--- src/rtl/mem_access_pkg.sv ---
// mem_access_pkg: shared encodings for the load/store sequencer.
// Holds the access-size codes, the sequencer state enum and the lane masks
// (right-aligned, shifted into place by the lane aligner).
package mem_access_pkg;
    localparam logic [1:0] SZ_BYTE = 2'd0;
    localparam logic [1:0] SZ_HALF = 2'd1;
    localparam logic [1:0] SZ_WORD = 2'd2;
    localparam logic [31:0] BYTE_LANE_MASK = 32'h0000_00FF;
    localparam logic [31:0] HALF_LANE_MASK = 32'h0000_FFFF;
    localparam logic [31:0] WORD_LANE_MASK = 32'hFFFF_FFFF;
    typedef enum logic [2:0] {IDLE, RD, CAP, WR, DONE} stateT;
endpackage

--- src/rtl/mem_lane_align.sv ---
// mem_lane_align: big-endian lane extraction for loads and lane merge for stores.
// Ports: iSize (0 byte, 1 half, 2/3 word), iOffset = addr[1:0], iSigned,
//        iRdWord (word read from DataMem), iWrData (store data, low bytes used),
//        oLoadValue (extracted, extended load result), oStoreWord (merged write word).
module mem_lane_align
    import mem_access_pkg::*;
(
    input  logic [1:0]  iSize,
    input  logic [1:0]  iOffset,
    input  logic        iSigned,
    input  logic [31:0] iRdWord,
    input  logic [31:0] iWrData,
    output logic [31:0] oLoadValue,
    output logic [31:0] oStoreWord
);
    logic [4:0]  shift;
    logic [31:0] laneMask;
    logic [15:0] lane;
    always_comb begin
        // Big-endian: offset 0 is the most significant lane, so shift by the inverted offset.
        shift = iSize == SZ_BYTE ? {~iOffset, 3'b000} : iSize == SZ_HALF ? {~iOffset[1], 4'b0000} : 5'd0;
        laneMask = (iSize == SZ_BYTE ? BYTE_LANE_MASK : iSize == SZ_HALF ? HALF_LANE_MASK : WORD_LANE_MASK) << shift;
        lane = 16'(iRdWord >> shift);
        oLoadValue = iSize == SZ_BYTE ? {{24{iSigned & lane[7]}}, lane[7:0]}
                   : iSize == SZ_HALF ? {{16{iSigned & lane[15]}}, lane} : iRdWord;
        oStoreWord = (iRdWord & ~laneMask) | ((iWrData << shift) & laneMask);
    end
endmodule

--- src/rtl/mem_access_unit.sv ---
// mem_access_unit: load/store sequencer turning byte/half/word accesses into word DataMem transactions.
// Ports: iClk/iRst (async active-high); request iReq,iWe,iSize,iSigned,iAddr,iWrData;
//        status oBusy,oDone,oRdData,oAlignErr,oTimeout; DataMem side oMemRd,oMemWr,
//        oMemAddr,oMemWrData,iMemRdData,iMemAccessable. WAIT_MAX bounds strobe wait cycles.
module mem_access_unit
    import mem_access_pkg::*;
#(
    parameter int WAIT_MAX = 16
) (
    input  logic        iClk,
    input  logic        iRst,
    input  logic        iReq,
    input  logic        iWe,
    input  logic [1:0]  iSize,
    input  logic        iSigned,
    input  logic [31:0] iAddr,
    input  logic [31:0] iWrData,
    output logic        oBusy,
    output logic        oDone,
    output logic [31:0] oRdData,
    output logic        oAlignErr,
    output logic        oTimeout,
    output logic        oMemRd,
    output logic        oMemWr,
    output logic [31:0] oMemAddr,
    output logic [31:0] oMemWrData,
    input  logic [31:0] iMemRdData,
    input  logic        iMemAccessable
);
    localparam int CW = $clog2(WAIT_MAX + 1);
    stateT state, nextState;
    logic [CW-1:0] waitCnt;
    logic weQ, signedQ, alignErrQ, timeoutQ;
    logic [1:0] sizeQ, offsetQ;
    logic [31:0] wrDataQ, loadValue, mergedWord;
    logic misaligned, waitExpired, strobing;

    // Sizes 2 and 3 both behave as word, so iSize[1] marks a word access.
    assign misaligned = (iSize == SZ_HALF && iAddr[0]) || (iSize[1] && iAddr[1:0] != 2'b00);
    assign strobing = state == RD || state == WR;
    // This wait cycle would be the WAIT_MAX-th consecutive one.
    assign waitExpired = !iMemAccessable && waitCnt == CW'(WAIT_MAX - 1);

    mem_lane_align uAlign (
        .iSize(sizeQ),
        .iOffset(offsetQ),
        .iSigned(signedQ),
        .iRdWord(iMemRdData),
        .iWrData(wrDataQ),
        .oLoadValue(loadValue),
        .oStoreWord(mergedWord)
    );

    always_ff @(posedge iClk or posedge iRst)
        if (iRst) state <= IDLE;
        else state <= nextState;

    always_comb begin
        nextState = state;
        case (state)
            IDLE: if (iReq) nextState = misaligned ? DONE : (iWe && iSize[1]) ? WR : RD;
            RD: nextState = iMemAccessable ? CAP : waitExpired ? DONE : RD;
            CAP: nextState = weQ ? WR : DONE;
            WR: nextState = (iMemAccessable || waitExpired) ? DONE : WR;
            default: nextState = IDLE;
        endcase
    end

    always_comb begin
        oBusy = state != IDLE;
        oDone = state == DONE;
        oMemRd = state == RD;
        oMemWr = state == WR;
        oAlignErr = state == DONE && alignErrQ;
        oTimeout = state == DONE && timeoutQ;
    end

    always_ff @(posedge iClk or posedge iRst) begin
        if (iRst) begin
            waitCnt <= '0;
            weQ <= 1'b0;
            signedQ <= 1'b0;
            sizeQ <= '0;
            offsetQ <= '0;
            wrDataQ <= '0;
            alignErrQ <= 1'b0;
            timeoutQ <= 1'b0;
            oRdData <= '0;
            oMemAddr <= '0;
            oMemWrData <= '0;
        end else begin
            waitCnt <= (strobing && !iMemAccessable) ? waitCnt + 1'b1 : '0;
            if (state == IDLE && iReq) begin
                weQ <= iWe;
                signedQ <= iSigned;
                sizeQ <= iSize;
                offsetQ <= iAddr[1:0];
                wrDataQ <= iWrData;
                alignErrQ <= misaligned;
                timeoutQ <= 1'b0;
                oMemAddr <= {iAddr[31:2], 2'b00};
                if (iWe && iSize[1]) oMemWrData <= iWrData;
            end
            if (strobing && waitExpired) timeoutQ <= 1'b1;
            if (state == CAP) begin
                if (weQ) oMemWrData <= mergedWord;
                else oRdData <= loadValue;
            end
        end
    end
endmodule

--- config.mk ---
export PLATFORM = sky130hd
export DESIGN_NAME = mem_access_unit
export DESIGN_NICKNAME = d
export VERILOG_FILES = /design/src/rtl/mem_access_pkg.sv /design/src/rtl/mem_lane_align.sv /design/src/rtl/mem_access_unit.sv
export SDC_FILE = /design/constraint.sdc
export NUM_CORES = 1
export LEC_CHECK = 0
export ABC_AREA = 1
export BUFFER_PORTS_ARGS = -buffer_cell sky130_fd_sc_hd__buf_2
export CAP_MARGIN = 20
export CORE_ASPECT_RATIO = 1.2
export CORE_MARGIN = 4
export CORE_UTILIZATION = 57
export DETAILED_ROUTE_END_ITERATION = 7
export PLACE_DENSITY_LB_ADDON = 0.3
export SLEW_MARGIN = 20
export SYNTH_ARGS = -nofsm -noshare
export SYNTH_HDL_FRONTEND = slang
export SYNTH_SLANG_ARGS = --single-unit
--- constraint.sdc ---
create_clock -name iClk -period 8.3 [get_ports iClk]
set_input_delay 1.245 -clock iClk [delete_from_list [all_inputs] [get_ports iClk]]
set_output_delay 1.245 -clock iClk [all_outputs]
set_load 0.03 [all_outputs]
Yosys cells after proc, flatten, opt, wreduce, memory -nomap -nowiden --
Index checks and enable logic that the tools add are counted. Widths: inputs -> output; s select.
Cells by class: $add $sub $neg 1, eq/ne operators 8, shifts and indexed selects 3, mux-type cells 21, bitwise operators 9, reductions and logical operators 19
Operator list (number):
- $mux 32 | 8
- $and 32x32->32 | 2
- $shl 32x5->32 | 2
- $not 32->32 | 1
- $or 32x32->32 | 1
- $shr 32x5->16 | 1
- $mux 3 | 6
- $mux 5 | 3
- $pmux 3 s4 | 1
- $logic_and 1x1->1 | 9
- $eq 3x2->1 const B | 2
- $add 5x1->5 const B | 1
- $eq 5x4->1 const B | 1
- $eq 2x1->1 const B | 2
- $reduce_bool 2->1 | 2
- $eq 3x1->1 const B | 1
- $eq 3x3->1 const B | 1
- $logic_not 3->1 | 1
- $logic_or 1x1->1 | 3
- $reduce_bool 3->1 | 1
- $and 1x1->1 | 2
- $logic_not 2->1 | 1
- $mux 1 | 2
- $mux 2 | 1
- other kinds (5) | 6
Word-level totals: bits in registers 142, input bits 104, output and inout bits 102, word-level logic and storage cells 73

Logic depth before layout (Yosys ltp) --
word-level depth 9, gate-level depth with buffers 11, gate-level depth less buffers 10

Modules after synthesis --
From an unflattened synthesis, not the netlist that was laid out.
Second synthesis, totals: cell total of the unflattened synthesis 1084, area, all modules 7722.4 µm²
By module, submodules not included:
- mem_access_unit | times used 1, cells an instance 792, area an instance 6372.4 µm², sequential area each 3553.4 µm²
- mem_lane_align | times used 1, cells an instance 292, area an instance 1350.0 µm², sequential area each 0.0 µm²

Worst setup path after synthesis --
OpenSTA, ideal clock, no wires.
kind register to output, start point register state[1], end point output oAlignErr, arrival time 1.045 ns, required time 7.055 ns, path slack 6.010 ns, stages on the path, launching flop included 4, path buffers 0, path through dfrtp_1 -> nor2_2 -> nand2_1 -> nor2_1
On the way: cells in the longest elaborated chain, start to end 2
Ends and longest elaborated chain:
- start: declaration | RTL line mem_access_unit.sv:31 | stateT state, nextState;
- start signal: assignment | RTL line mem_access_unit.sv:56 | else state <= nextState;
- $eq 3x3->1 | RTL line mem_access_unit.sv:74 | oAlignErr = state == DONE && alignErrQ;
- $logic_and 1x1->1 | RTL line mem_access_unit.sv:74
- end: declaration | RTL line mem_access_unit.sv:21 | output logic oAlignErr,
Every way passes these cells.

Final worst setup path --
start point register sizeQ[1], end point register oMemWrData[21]
On the way: cells in the longest elaborated chain, start to end 9, elaborated cells between the ends (all ways) 14, classes of those cells eq/ne: 1; shift: 2; mux: 6; bitwise: 4; reduce/logical: 1
Ends and longest elaborated chain:
- start: declaration | RTL line mem_access_unit.sv:34 | logic [1:0] sizeQ, offsetQ;
- start signal: assignment | RTL line mem_access_unit.sv:96 | sizeQ <= iSize;
- $eq 2x1->1 | RTL line mem_lane_align.sv:21, mem_lane_align.sv:22
- $mux 32 / $mux 5 (equally long branches) (2 in a row) | RTL line mem_lane_align.sv:22, mem_lane_align.sv:21
- $shl 32x5->32 | RTL line mem_lane_align.sv:22 | laneMask = (iSize == SZ_BYTE ? BYTE_LANE_MASK : iSize == SZ_HALF ? HALF_LANE_MASK : WORD_LANE_MASK) << shift;
- $not 32->32 | RTL line mem_lane_align.sv:26 | oStoreWord = (iRdWord & ~laneMask) | ((iWrData << shift) & laneMask);
- $and 32x32->32 | RTL line mem_lane_align.sv:26
- $or 32x32->32 (*) | RTL line mem_lane_align.sv:26
- $mux 32 (*) | RTL line mem_access_unit.sv:106 | if (weQ) oMemWrData <= mergedWord;
- $mux 32 (*) | RTL line mem_access_unit.sv:105 | if (state == CAP) begin
- end signal: assignment | RTL line mem_access_unit.sv:102 | if (iWe && iSize[1]) oMemWrData <= iWrData;
- end signal: assignment | RTL line mem_access_unit.sv:106
- end: declaration | RTL line mem_access_unit.sv:26 | output logic [31:0] oMemWrData,
Every way passes the cells marked *; elsewhere a longest branch is shown, timed or not. A chain may end at the register's enable or synchronous reset.

==> out/summary.txt <==
status - finished clean
library cells used by synthesis - 35
DRC viols - 0
clk_skew - 0.0111 ns
worst r2r src - sizeQ[1]
Yosys reg bits - 142
Crit Path Class - reg2reg
first-pass GRT wire length - 35100 um
Setup TNS - 0 ns
clk_lat worst skew - 0.43 ns
crit path launch type - flip-flop
Worst slew margin - 40.4%
largest family of logic cells by synthesized area - simple AND/OR/NAND/NOR gates
M2 GR Usage - 48.1%
critical path launch point - sizeQ[1]
fin crit period - 3.12 ns
P&R area growth vs syn - 22.9%
Hold Crit Class - reg2reg
Routed WL per cell - 17.7 um
I/O pins - 206
clock-pin slew on the worst setup and hold paths - 0.06 ns
Pwr Density - 458 nW/um^2
commonest non-fill, non-tap cells in the layout - nand2_1, buf_2, dfrtp_1
fillcell total - 1018
Resized cells post-CTS - 0
vias in the first global route - 6967
Final Net Count - 1167
WP data required - 8.59 ns
worst slew pin tran - 0.894 ns
DRT Pass-1 Iters - 6
final period utilization - 37.6%
multi-input logic area - 3090 um^2
row cnt - 44
Ys Warns - 0
Max clock buf depth - 2
Total Wirelength - 21900 um
# setup viols final - 0
largest net degree at the start of global routing - 115
grt total ovfl - 0
layout cells sized above 1 - 29.2%
Simple-Gate Fraction of Synth Area - 19.5%
most common cell after layout, fill and taps aside - nand2_1
GR Util met3 - 7.77%
Pleak - 4.63 nW
CTS Hold Bufs - 0
Routed Antenna Nets - 0
Final Hold Fails - 0
initial antenna violation count - 1
Mean Syn Cell Area - 8.22 um^2
number of max-slew violations in the final report - 0
GR Util met1 - 37.6%
cells after synthesis - 881
Post-Synth XOR/XNOR Area - 0%
Max Clk Rate - 0.321 GHz
Root Driver - clkbuf_16
DPL Wire Length - 15700 um
gp weighted congestion - 0.987
Arr. time, crit path - 3.41 ns
die height - 131 um
DR vias - 6914
H-tree depth - 4
Die Area - 14600 um^2
Worst Hold Launch - waitCnt[0]
busiest grt layer - met2
chip width - 111 um
Critical Path Fanout Max - 45
cts bufs inserted - 17
mux share of post-synthesis cell area - 5.43%
clk sinks - 142
Max Cap Viol - 0
CP Capture Type - flip-flop
Core Region - 12300 um^2
DP Cell Count - 1202
IO Port Bufs - 203
synthesized cell area - 7240 um^2
fin cells - 1236
adder-cell share of the synthesized area - 0.346%
Post-CTS Setup Repair Bufs - 0
RSZ-0062 raised after global routing - no
VDD IR max - 0.296 mV
CTS tree - built
Sequential Area - 3550 um^2
Compound-Gate Fraction of Synth Area - 17.2%
via/cell ratio - 5.59
First DRT Iteration DRCs - 696
post-synthesis sequential area ratio - 49.1%
gr usage total - 29.9%
starting density of the core - 59.0%
==> cells by family (layout without fill, tap and decap cells) <==
group | count (synthesis) | count (layout)
AO/OA/AOI/OAI | 223 | 223
adder cells (fa/ha/maj) | 2 | 2
buffers and inverters | 146 | 338
flip-flops | 142 | 142
multiplexers | 35 | 35
other | 1 | 3
AND/OR/NAND/NOR | 332 | 332
==> metal layers <==
layer	routed length [um]	share of wire, %
met5	0	0
met2	10500	48
met3	2020	9.2
met1	8290	38
met4	1100	5.0
==> per-stage QoR <==
step	instance area (um^2)	util, %	total power [W]	hold WS, ns	setup slack [ns]
finish	8890	72.5	0.00407	0.459	5.18
global route	8890	72.5	0.00433	0.508	4.89
CTS	8860	72.2	0.00405	0.462	5.27
detailed placement	8260	67.3	0.00325	0.453	5.12
global placement	8260	67.3	0.00321	0.452	5.17
floorplan	7240	-	0.00269	0.432	3.25
==> critical path, stage by stage (launching register included) <==
cell,delay [ns]
dfrtp_1,0.64
nor2_4,0.29
nand2_2,0.45
nand2_1,0.78
inv_1,0.30
nand2_1,0.12
o21ai_0,0.08
o21ai_0,0.19
o21ai_0,0.12
==> state kept, by name, summed over array words and instances, names as in the netlist <==
name and count:
alignErrQ 1, oMemAddr 30, oMemWrData 32, oRdData 32
offsetQ 2, signedQ 1, sizeQ 2, state 3
timeoutQ 1, waitCnt 5, weQ 1, wrDataQ 32
==> synthesized netlist by cell type <==
| cell | number | area share (%) |
|---|---|---|
| nand4_1 | 11 | 0.95 |
| nor2_4 | 2 | 0.31 |
| nor3_1 | 2 | 0.14 |
| nand2_2 | 3 | 0.26 |
| nand3_2 | 3 | 0.41 |
| nand3b_1 | 1 | 0.10 |
| o22ai_1 | 4 | 0.35 |
| inv_1 | 93 | 4.8 |
| mux2_2 | 34 | 5.3 |
| buf_6 | 2 | 0.31 |
| o211ai_1 | 19 | 2.0 |
| o21ai_1 | 6 | 0.41 |
| o21bai_1 | 2 | 0.21 |
| or2_2 | 20 | 1.7 |
| nor2_1 | 59 | 3.1 |
| dfrtp_1 | 142 | 49 |
| nor2_2 | 3 | 0.26 |
| a41oi_1 | 6 | 0.73 |
| nand3_1 | 16 | 1.1 |
| nand2_1 | 210 | 11 |
| a21oi_1 | 56 | 3.9 |
| clkbuf_1 | 24 | 1.2 |
| o21a_1 | 7 | 0.73 |
| inv_2 | 5 | 0.26 |
| o221ai_1 | 3 | 0.36 |
| clkbuf_2 | 1 | 0.069 |
| mux2i_1 | 1 | 0.14 |
| buf_2 | 15 | 1.0 |
| nand2_4 | 2 | 0.31 |
| ha_1 | 2 | 0.35 |
| a31oi_1 | 10 | 0.86 |
| a2bb2oi_1 | 2 | 0.24 |
| buf_4 | 6 | 0.62 |
| o21ai_0 | 108 | 7.5 |
| conb_1 | 1 | 0.052 |
==> where the power goes <==
group	internal (W)	switching, W	total [W]
Sequential	0.00103	0.000201	0.00123
Clock	0.000453	0.000325	0.000777
Combinational	0.000635	0.00143	0.00207
Total	0.00212	0.00196	0.00407
==> final cells by class <==
class / instances / area share [%]
flip-flops and latches: 142 / 39.9
inverters: 98 / 4.19
clock inverters: 15 / 1.97
clock buffers: 17 / 4.78
repair buffers: 208 / 12.1
well taps: 161 / 2.26
diodes: 1 / 0.0281
multi-input cells: 594 / 34.7
==> final timing paths <==
path                             endpoint  slack (ns)  depth (start not counted)
max in group asynchronous      wrDataQ[4]        6.26                          3
min reg2reg                    waitCnt[0]        0.46                          1
max                        oMemWrData[21]        5.18                          8
min in group asynchronous      waitCnt[2]        0.87                          2
max reg2reg                oMemWrData[21]        5.18                          8
min                            waitCnt[0]        0.46                          1
(Power assumes the default switching activity.)
